<file path="src/rtl/muldiv_ctrl.sv">
// muldiv_ctrl: multi-cycle sequencer for the MIPS HI/LO multiply/divide unit.
// It owns HI and LO. Multiplies complete after MUL_LAT busy cycles. Divides run
// 32 restoring iterations and then one sign-fix cycle. MTHI and MTLO complete
// in a single cycle. stall holds the pipeline while a dependent instruction
// waits for the unit.
//
// Ports:
//   clk, rst        clock; synchronous active-high reset
//   start, op       request from EXE (op encodings below)
//   a, b            rs / rt operands
//   rd_hilo         EXE instruction is MFHI/MFLO
//   flush           cancel in-flight op; has priority over start
//   busy, stall     unit busy; pipeline hold = busy & (start | rd_hilo)
//   hi, lo          architectural HI / LO registers
//   res, res_valid  MUL result and its one-cycle valid pulse
module muldiv_ctrl #(
   parameter int MUL_LAT = 4  // 1..15
) (
   input  logic        clk,
   input  logic        rst,
   input  logic        start,
   input  logic [3:0]  op,
   input  logic [31:0] a,
   input  logic [31:0] b,
   input  logic        rd_hilo,
   input  logic        flush,
   output logic        busy,
   output logic        stall,
   output logic [31:0] hi,
   output logic [31:0] lo,
   output logic [31:0] res,
   output logic        res_valid
);

   localparam logic [3:0] OP_MULT  = 4'd1, OP_MULTU = 4'd2, OP_DIV   = 4'd3,
                          OP_DIVU  = 4'd4, OP_MADD  = 4'd5, OP_MADDU = 4'd6,
                          OP_MSUB  = 4'd7, OP_MSUBU = 4'd8, OP_MTHI  = 4'd9,
                          OP_MTLO  = 4'd10, OP_MUL  = 4'd11;

   typedef enum logic [1:0] {S_IDLE, S_MUL, S_DIV, S_FIX} state_t;

   state_t      state_q, state_d;
   logic [3:0]  cnt_q, cnt_d;
   logic [4:0]  iter_q, iter_d;
   logic [3:0]  op_q, op_d;
   logic [31:0] opa_q, opa_d;   // raw a (multiply operand; divide-by-zero HI value)
   logic [31:0] opb_q, opb_d;   // raw b for multiply, |b| for divide
   logic [63:0] rq_q, rq_d;     // {remainder, quotient} shift register
   logic        qneg_q, qneg_d, rneg_q, rneg_d, dz_q, dz_d;
   logic [31:0] hi_q, hi_d, lo_q, lo_d, res_q, res_d;
   logic        res_valid_q, res_valid_d;

   logic        signed_op, sdiv, legal;
   logic [63:0] ext_a, ext_b, prod, acc;
   logic [32:0] diff;
   logic [63:0] step_rq;
   logic [31:0] quo_fix, rem_fix;

   always_comb begin
      state_d     = state_q;
      cnt_d       = cnt_q;
      iter_d      = iter_q;
      op_d        = op_q;
      opa_d       = opa_q;
      opb_d       = opb_q;
      rq_d        = rq_q;
      qneg_d      = qneg_q;
      rneg_d      = rneg_q;
      dz_d        = dz_q;
      hi_d        = hi_q;
      lo_d        = lo_q;
      res_d       = res_q;
      res_valid_d = 1'b0;

      legal = (op >= OP_MULT) && (op <= OP_MUL);
      sdiv  = (op == OP_DIV);

      // Low 64 bits of the product of 64-bit extended operands equal the
      // two's-complement (or unsigned) 64-bit product.
      signed_op = (op_q == OP_MULT) || (op_q == OP_MADD) ||
                  (op_q == OP_MSUB) || (op_q == OP_MUL);
      ext_a = signed_op ? {{32{opa_q[31]}}, opa_q} : {32'b0, opa_q};
      ext_b = signed_op ? {{32{opb_q[31]}}, opb_q} : {32'b0, opb_q};
      prod  = ext_a * ext_b;
      acc   = {hi_q, lo_q};

      // Shifted remainder needs 33 bits; bit 32 of the difference is the borrow.
      diff    = rq_q[63:31] - {1'b0, opb_q};
      step_rq = diff[32] ? {rq_q[62:0], 1'b0} : {diff[31:0], rq_q[30:0], 1'b1};
      quo_fix = qneg_q ? -rq_q[31:0]  : rq_q[31:0];
      rem_fix = rneg_q ? -rq_q[63:32] : rq_q[63:32];

      case (state_q)
         S_IDLE: begin
            if (start && !flush && legal) begin
               case (op)
                  OP_MTHI: hi_d = a;
                  OP_MTLO: lo_d = a;
                  OP_DIV, OP_DIVU: begin
                     opa_d   = a;
                     opb_d   = (sdiv && b[31]) ? -b : b;
                     rq_d    = {32'b0, (sdiv && a[31]) ? -a : a};
                     qneg_d  = sdiv && (a[31] ^ b[31]);
                     rneg_d  = sdiv && a[31];
                     dz_d    = (b == 32'b0);
                     iter_d  = 5'd0;
                     state_d = S_DIV;
                  end
                  default: begin
                     op_d    = op;
                     opa_d   = a;
                     opb_d   = b;
                     cnt_d   = 4'(MUL_LAT - 1);
                     state_d = S_MUL;
                  end
               endcase
            end
         end
         S_MUL: begin
            if (cnt_q == 4'd0) begin
               state_d = S_IDLE;
               case (op_q)
                  OP_MULT, OP_MULTU: {hi_d, lo_d} = prod;
                  OP_MADD, OP_MADDU: {hi_d, lo_d} = acc + prod;
                  OP_MSUB, OP_MSUBU: {hi_d, lo_d} = acc - prod;
                  default: begin
                     res_d       = prod[31:0];
                     res_valid_d = 1'b1;
                  end
               endcase
            end else begin
               cnt_d = cnt_q - 4'd1;
            end
         end
         S_DIV: begin
            rq_d   = step_rq;
            iter_d = iter_q + 5'd1;
            if (iter_q == 5'd31) state_d = S_FIX;
         end
         default: begin  // S_FIX
            if (dz_q) begin
               lo_d = 32'hFFFF_FFFF;
               hi_d = opa_q;
            end else begin
               lo_d = quo_fix;
               hi_d = rem_fix;
            end
            state_d = S_IDLE;
         end
      endcase

      // Flush cancels the op and suppresses any architectural write this cycle.
      if (flush) begin
         state_d     = S_IDLE;
         hi_d        = hi_q;
         lo_d        = lo_q;
         res_d       = res_q;
         res_valid_d = 1'b0;
      end
   end

   always_ff @(posedge clk) begin
      if (rst) begin
         state_q     <= S_IDLE;
         cnt_q       <= '0;
         iter_q      <= '0;
         op_q        <= '0;
         opa_q       <= '0;
         opb_q       <= '0;
         rq_q        <= '0;
         qneg_q      <= 1'b0;
         rneg_q      <= 1'b0;
         dz_q        <= 1'b0;
         hi_q        <= '0;
         lo_q        <= '0;
         res_q       <= '0;
         res_valid_q <= 1'b0;
      end else begin
         state_q     <= state_d;
         cnt_q       <= cnt_d;
         iter_q      <= iter_d;
         op_q        <= op_d;
         opa_q       <= opa_d;
         opb_q       <= opb_d;
         rq_q        <= rq_d;
         qneg_q      <= qneg_d;
         rneg_q      <= rneg_d;
         dz_q        <= dz_d;
         hi_q        <= hi_d;
         lo_q        <= lo_d;
         res_q       <= res_d;
         res_valid_q <= res_valid_d;
      end
   end

   assign busy      = (state_q != S_IDLE);
   assign stall     = busy && (start || rd_hilo);
   assign hi        = hi_q;
   assign lo        = lo_q;
   assign res       = res_q;
   assign res_valid = res_valid_q;

endmodule

</file>
<file path="config.mk">
export PLATFORM = sky130hd
export DESIGN_NAME = muldiv_ctrl
export DESIGN_NICKNAME = d
export VERILOG_FILES = /design/src/rtl/muldiv_ctrl.sv
export SDC_FILE = /design/constraint.sdc
export NUM_CORES = 2
export LEC_CHECK = 0
export CAP_MARGIN = 5
export CORE_ASPECT_RATIO = 2
export CORE_MARGIN = 2
export CORE_UTILIZATION = 50
export DETAILED_ROUTE_END_ITERATION = 10
export MAX_ROUTING_LAYER = met4
export PLACE_DENSITY = 0.69
export SYNTH_ARGS = -nofsm -noshare
export SYNTH_HDL_FRONTEND = slang
export SYNTH_SLANG_ARGS = --single-unit
</file>
<file path="constraint.sdc">
create_clock -name clk -period 10.95 [get_ports clk]
set_clock_uncertainty 0.15 [all_clocks]
set_input_delay 2.19 -clock clk [delete_from_list [all_inputs] [get_ports clk]]
set_output_delay 2.19 -clock clk [all_outputs]
set_load 0.1 [all_outputs]
</file>
### Word level (Yosys, flattened, before mapping)

Cells that the tools add are included.

* bits in registers: 243
* bits of input ports: 73
* output and inout port bits: 99
* word-level logic and storage cells: 130

* add/sub/neg operators: 9
* multiply operators: 1
* $lt $le $gt $ge: 2
* equal/unequal tests: 24
* mux-type cells: 36
* bitwise logic cells: 8
* reductions and logical operators: 36

Operators by type and width (count)
* $mux 32: 12
* $pmux 32 s3: 4
* $mux 64: 5
* $neg 32->32: 4
* $pmux 64 s2: 1
* $add 64x64->64: 1
* $mul 64x64->64: 1
* $pmux 32 s2: 1
* $sub 64x64->64: 1
* $sub 33x32->33: 1
* $logic_not 32->1: 1
* $eq 4x3->1 const B: 4
* $eq 4x4->1 const B: 4
* $mux 4: 3
* $ne 2x2->1 const B: 6
* $reduce_and 3->1: 4
* $reduce_and 4->1: 3
* $reduce_and 6->1: 2
* $reduce_or 2->1: 6
* $mux 5: 2
* $pmux 5 s2: 1
* $eq 4x2->1 const B: 2
* $pmux 4 s2: 1
* $reduce_or 4->1: 2
* other kinds (23): 44

### Depth between registers and ports, before layout

* depth after elaboration: 10
* gate-level depth with buffers: 50

### Worst setup path before layout

Ideal clock, no wire load.

* kind: register -> register
* from: reg op_q[1]
* to: reg hi_q[31] (netlist: hi[31])
* arrival: 11.123 ns
* path slack: -0.455 ns
* stages on the path, launching flop included: 46
* period minus slack after synthesis: 11.405 ns
* path through: dfxtp_1 > nor2b_1 > xnor2_1 > and3_1 > clkbuf_1 > clkbuf_1 > nand2_1 > fa_1 > inv_1 > fa_1 > fa_1 > inv_1 > fa_1 > fa_1 > inv_1 > fa_1 > fa_1 > fa_1 > [10 not listed] > nand3_1 > a41oi_1 > xnor2_1 > ha_1 > clkbuf_1 > nand3_1 > or3_1 > or2_2 > a211oi_1 > nor2_1 > a21boi_0 > a211o_1 > a31o_2 > a31oi_1 > xnor2_1 > o22ai_1 > a21oi_1 > o32ai_1

* cells in the longest elaborated chain, start to end: 10
* elaborated cells between the ends (all ways): 23
* classes of those cells: 2 x add/sub; 1 x mul; 8 x eq/ne; 5 x mux; 7 x reduce/logical

Ends and longest elaborated chain
* from (decl): line 45 `logic [3:0] op_q, op_d;`
* from (signal assigned): line 182 `op_q <= op_d;`
* $eq 4x1->1 or $eq 4x3->1 (tied branches): line 80, 122
* $logic_or 1x1->1 (2 in series): line 80 `signed_op = (op_q == OP_MULT) || (op_q == OP_MADD) ||`
* $logic_or 1x1->1: line 81 `(op_q == OP_MSUB) || (op_q == OP_MUL);`
* $mux 64 (on tied branches): line 82, 83
* $mul 64x64->64: line 84 `prod = ext_a * ext_b;`
* $sub 64x64->64 or $add 64x64->64 (tied branches): line 125, 124
* $pmux 32 s3: line 122 `case (op_q)`
* $mux 32: line 120 `if (cnt_q == 4'd0) begin`
* $pmux 32 s3: line 93 `case (state_q)`
* to (signal assigned): line 189 `hi_q <= hi_d;`
* to (decl): line 50 `logic [31:0] hi_q, hi_d, lo_q, lo_d, res_q, res_d;`

Parallel ways exist; a longest one is shown, timed or not. The select of a mux whose other input is x is not followed.
A chain may end at the register's enable or synchronous reset.

### Worst setup path after layout

Ends and elaborated chain as after synthesis.

==> summary by stage <==
Critical path
The required time at the endpoint of the critical path is between 10 and 15 ns. In this run the register-to-register setup slack is -0.39 ns. The worst path arrival time is 11.68 ns. The type of origin of the critical path is a flip-flop. The largest fanout on the critical path is 7. The highest-delay cell along the critical path is fa_2. The endpoint identified for the worst register-to-register timing path is hi[31]. The endpoint class of the critical path is a flip-flop. The setup path with the least slack is of type reg2reg. The worst register-to-register path begins at op_q[1]. On the worst path, the slowest cell contributes a delay of around 0.60 ns. The number of cells traversed by the worst register-to-register path is 51.

By instance count, the cell type seen most on the critical path is fa_1.

Drt
The detailed router placed roughly 68000 vias in this run. For this run, design rule violations remaining after detail routing come to 0. Before antenna repair, the detailed router went through 9 iterations. The detailed router finished its first iteration with around 5100 violations. The average vias per placed instance is 5.93. The detailed-route wire length is 335000 um. The wire length per cell is around 29 um. The number of routed nets with antenna violations is 0.

Placed design
Detailed placement ended at an HPWL of approximately 270000 um. The congestion estimate from routability-driven global placement came to between 1 and 1.5. Input and output buffers added on the ports amount to around 170. Summing all placed instances gives a cell area of approximately 83000 um2.

The pre-CTS setup slack is -1.39 ns.

CTS
The sink count of the clock tree is between 200 and 250. The cell chosen for the clock root is clkbuf_16. The clock slew at the register clock pins of the worst setup and hold paths is 0.08 ns. The buffer levels on the longest clock path is 3.

At the later pin of the worst-skew pair, clock insertion delay measures 0.63 ns. The H-tree depth is 1. The post-cts hold buffer count is 0. TritonCTS built the clock tree. Clock tree synthesis inserted a total of 26 buffers.

Global route
The met3 track utilization from global routing is 10.2%. Global routing used between 40% and 50% of the available tracks. The largest net degree at the start of global routing is between 90 and 100. The layer carrying the most global-route usage is met2. For this run, global-route usage on met2 was measured as about four fifths. The total overflow left after global routing is 0. Global routing consumed, on the met1 layer, between 30 and 40% of the routing resources. The wire length of the first global-routing pass is between 400000 and 500000 um. The number of global-route vias before repair is approximately 74000. The number of antenna violations at the first check in global routing was 18.

Logic synthesis
When the netlist entered floorplanning its net count stood at 10400. Of the post-synthesis cell area, the dominant cell type holds around two fifths. Synthesis inferred around 240 register bits. In the post-synthesis netlist, the biggest area contributors are fa_1 (40%), inv_1 (9.4%), ha_1 (8.4%). The number of different library cells used by synthesis comes to 89.

The gate count after technology mapping is 8430. For this run, the number of Yosys warnings is 0. Sequential elements use under 10% of the synthesized area.

The number of synthesized flops with an enable pin is 0. Among all flip-flop cells after synthesis, the most frequent one is dfxtp_1. The cell area that synthesis handed to floorplanning was 70500 um2.

Of all cell types, the one taking the most synthesized area is fa_1. Averaged over all synthesized cells, the footprint is 8.36 um2. Of all flip-flops after synthesis, the portion carrying an async set or reset was 0%.

Power
The power density normalized to cell area is roughly 59 nW/um2. The internal portion of the total power is roughly 2.9 mW. In this run the power spent charging and discharging nets is 2.46 mW. The overall power consumption is about 5.3 mW. The share of total power dissipated in the clock network is about a fifth.

The net switching fraction of the power is a little under half. The sequential fraction of design power is between 15 and 20%. The worst supply voltage drop on vdd is around 120 uV. The static power due to leakage is roughly 44 nW. The combinational fraction of design power is 62.5%.

Hold path
The tightest min-delay check is of the reg2reg type. The hold path depth is 2. The worst hold path begins at res[5].

The sink of the worst hold path is res[5].

Floorplan
In this run the count of I/O pins placed on the die edge is ~170. The die span in x is ~270 um. The total area inside the core boundary comes to between 100000 and 150000 um2. The number of cell rows is slightly below 200. The effective utilization at floorplan is between 50% and 60%. The die covers between 100000 and 150000 um2. The die height is ~540 um.

Timing
In this run the tightest slew margin relative to its limit is -0.597%. The final hold violation count was 0. Setup repair after global routing could not meet its margin everywhere. For this run, the top clock speed supported by timing is around 0.088 GHz. The number of failing setup endpoints in the final timing report is 24. The fraction of the cycle the final worst path needs is 104%.

The slew of the pin with the lowest slew margin is 1.49 ns. The final worst-path setup slack is -0.392 ns. The max-slew violation total from the final report is 2. The final critical delay including setup and external delays is 11.34 ns.

Setup total negative slack on the finished layout was measured at -4.67 ns.

Final layout
The layout cell share with drive strength beyond 1 is between 20 and 25%. The most common library cell in the layout ignoring fill and taps is inv_1. The number of nets in the finished design is around 12000. The finished layout cell area is 90400 um2. The layout has about 12000 filler cells.

In the layout the commonest cells are inv_1 (1705), fa_1 (1362), buf_4 (1271), nand2_1 (1077), ha_1 (409). The area growth from synthesis to layout is 28.3%.

Job
Max-cap violations in this run came to 2.

Status
The checks that failed: capacitance limit, slew limit, setup timing. The run finished, with violations left.
[cells by family after synthesis]
group | Yosys count | share of synthesized area [%]
xor+xnor | 295 | 3.67
fa+ha+maj | 1902 | 48.9
mux | 40 | 0.570
flops | 243 | 6.90
simple gates | 2303 | 15.0
compound gates | 1382 | 12.8
buf+inv | 2265 | 12.1
[state kept, by name, summed over array words and instances (netlist names), 2 cells and up]
name     flops
res         32
rq_q        64
hi          32
iter_q       5
state_q      2
lo          32
opb_q       32
op_q         4
opa_q       32
cnt_q        4
[cell usage after synthesis, drive strengths merged, types with 17 or more instances]
library cell  instances
o22ai                38
o21bai               55
o21a                 28
a21o                 83
nand2              1105
a31oi                40
a21oi               424
a221oi               42
nor2b                39
xor2                107
a2111oi              23
a21boi               18
clkbuf              477
and3                 31
fa                 1425
nor2                384
o211ai               33
a211oi               74
and2                399
nor3                 85
xnor2               188
buf                  27
o31ai                60
o221ai               41
o21ai               259
nor4                 45
inv                1759
a311oi               17
or3                  31
ha                  475
or4                  22
nand4                31
mux2i                39
nand3                51
nand2b               45
a221o                29
dfxtp               243
[repair_timing]
item | 4_1_cts | 5_1_grt
setup buffers | 119 | 80
gates cloned | 6 | 8
endpoints found under the setup margin | 38 | 41
pin swaps | 224 | 245
gates resized for setup | 508 | 389
[worst max path at each step]
| stage | to | cells after the start | slack [ns] | start |
|---|---|---|---|---|
| 2_1_floorplan | hi[31] | 46 | -0.02 | op_q[1] |
| 4_1_cts | hi[31] | 48 | -0.30 | op_q[1] |
| 6_report | hi[31] | 51 | -0.39 | op_q[1] |
| 5_1_grt | hi[31] | 50 | -0.68 | op_q[1] |
| 3_5_place_dp | hi[28] | 42 | -1.39 | opa_q[8] |
| 3_3_place_gp | hi[28] | 40 | -1.41 | opa_q[23] |
[power groups by stage]
stage	Sequential (mW)	Combinational [mW]	Clock (mW)
4_1_cts	0.938	2.97	1.06
3_3_place_gp	0.959	2.66	0
3_5_place_dp	0.959	2.69	0
6_report	0.941	3.34	1.06
5_1_grt	0.941	3.47	1.09
2_1_floorplan	0.956	1.20	0
[per-layer routing]
layer  wire (um)  vias to the layer above
li1            -                    28600
met3       25100                     2065
met5           0                        -
met4       52100                        0
met2      167000                     3646
met1       91100                    33900
[layout make-up]
cell class | instances | area [um2] | area share, %
Multi-Input combinational cell | 5922 | 60700 | 67.1
Timing Repair Buffer | 1653 | 14800 | 16.4
Inverter | 1761 | 6630 | 7.34
Sequential cell | 243 | 4950 | 5.48
Tap cell | 1862 | 2330 | 2.58
Clock buffer | 29 | 672 | 0.743
Clock inverter | 19 | 272 | 0.300
Antenna cell | 20 | 50.0 | 0.0554
[per-stage QoR]
| stage | std cells | hold WS [ns] | util, % |
|---|---|---|---|
| global placement | 11200 | 0.294 | 59.7 |
| finish | 11500 | 0.306 | 64.7 |
| global route | 11500 | 0.320 | 64.7 |
| detailed placement | 11200 | 0.296 | 59.7 |
| floorplan | 8430 | 0.295 | - |
| CTS | 11400 | 0.305 | 62.9 |
[critical path, delay by kind of cell, from the launching register on]
kind	cells	cell delay, ns
buffers and inverters	14	1.29
and+or+nand+nor	7	0.90
adders and majority gates	12	5.48
xor gates and xnor gates	3	0.45
DFF	1	0.34
AOI/OAI and AO/OA	15	2.56
Note: power is estimated with default switching activity, not from simulation.
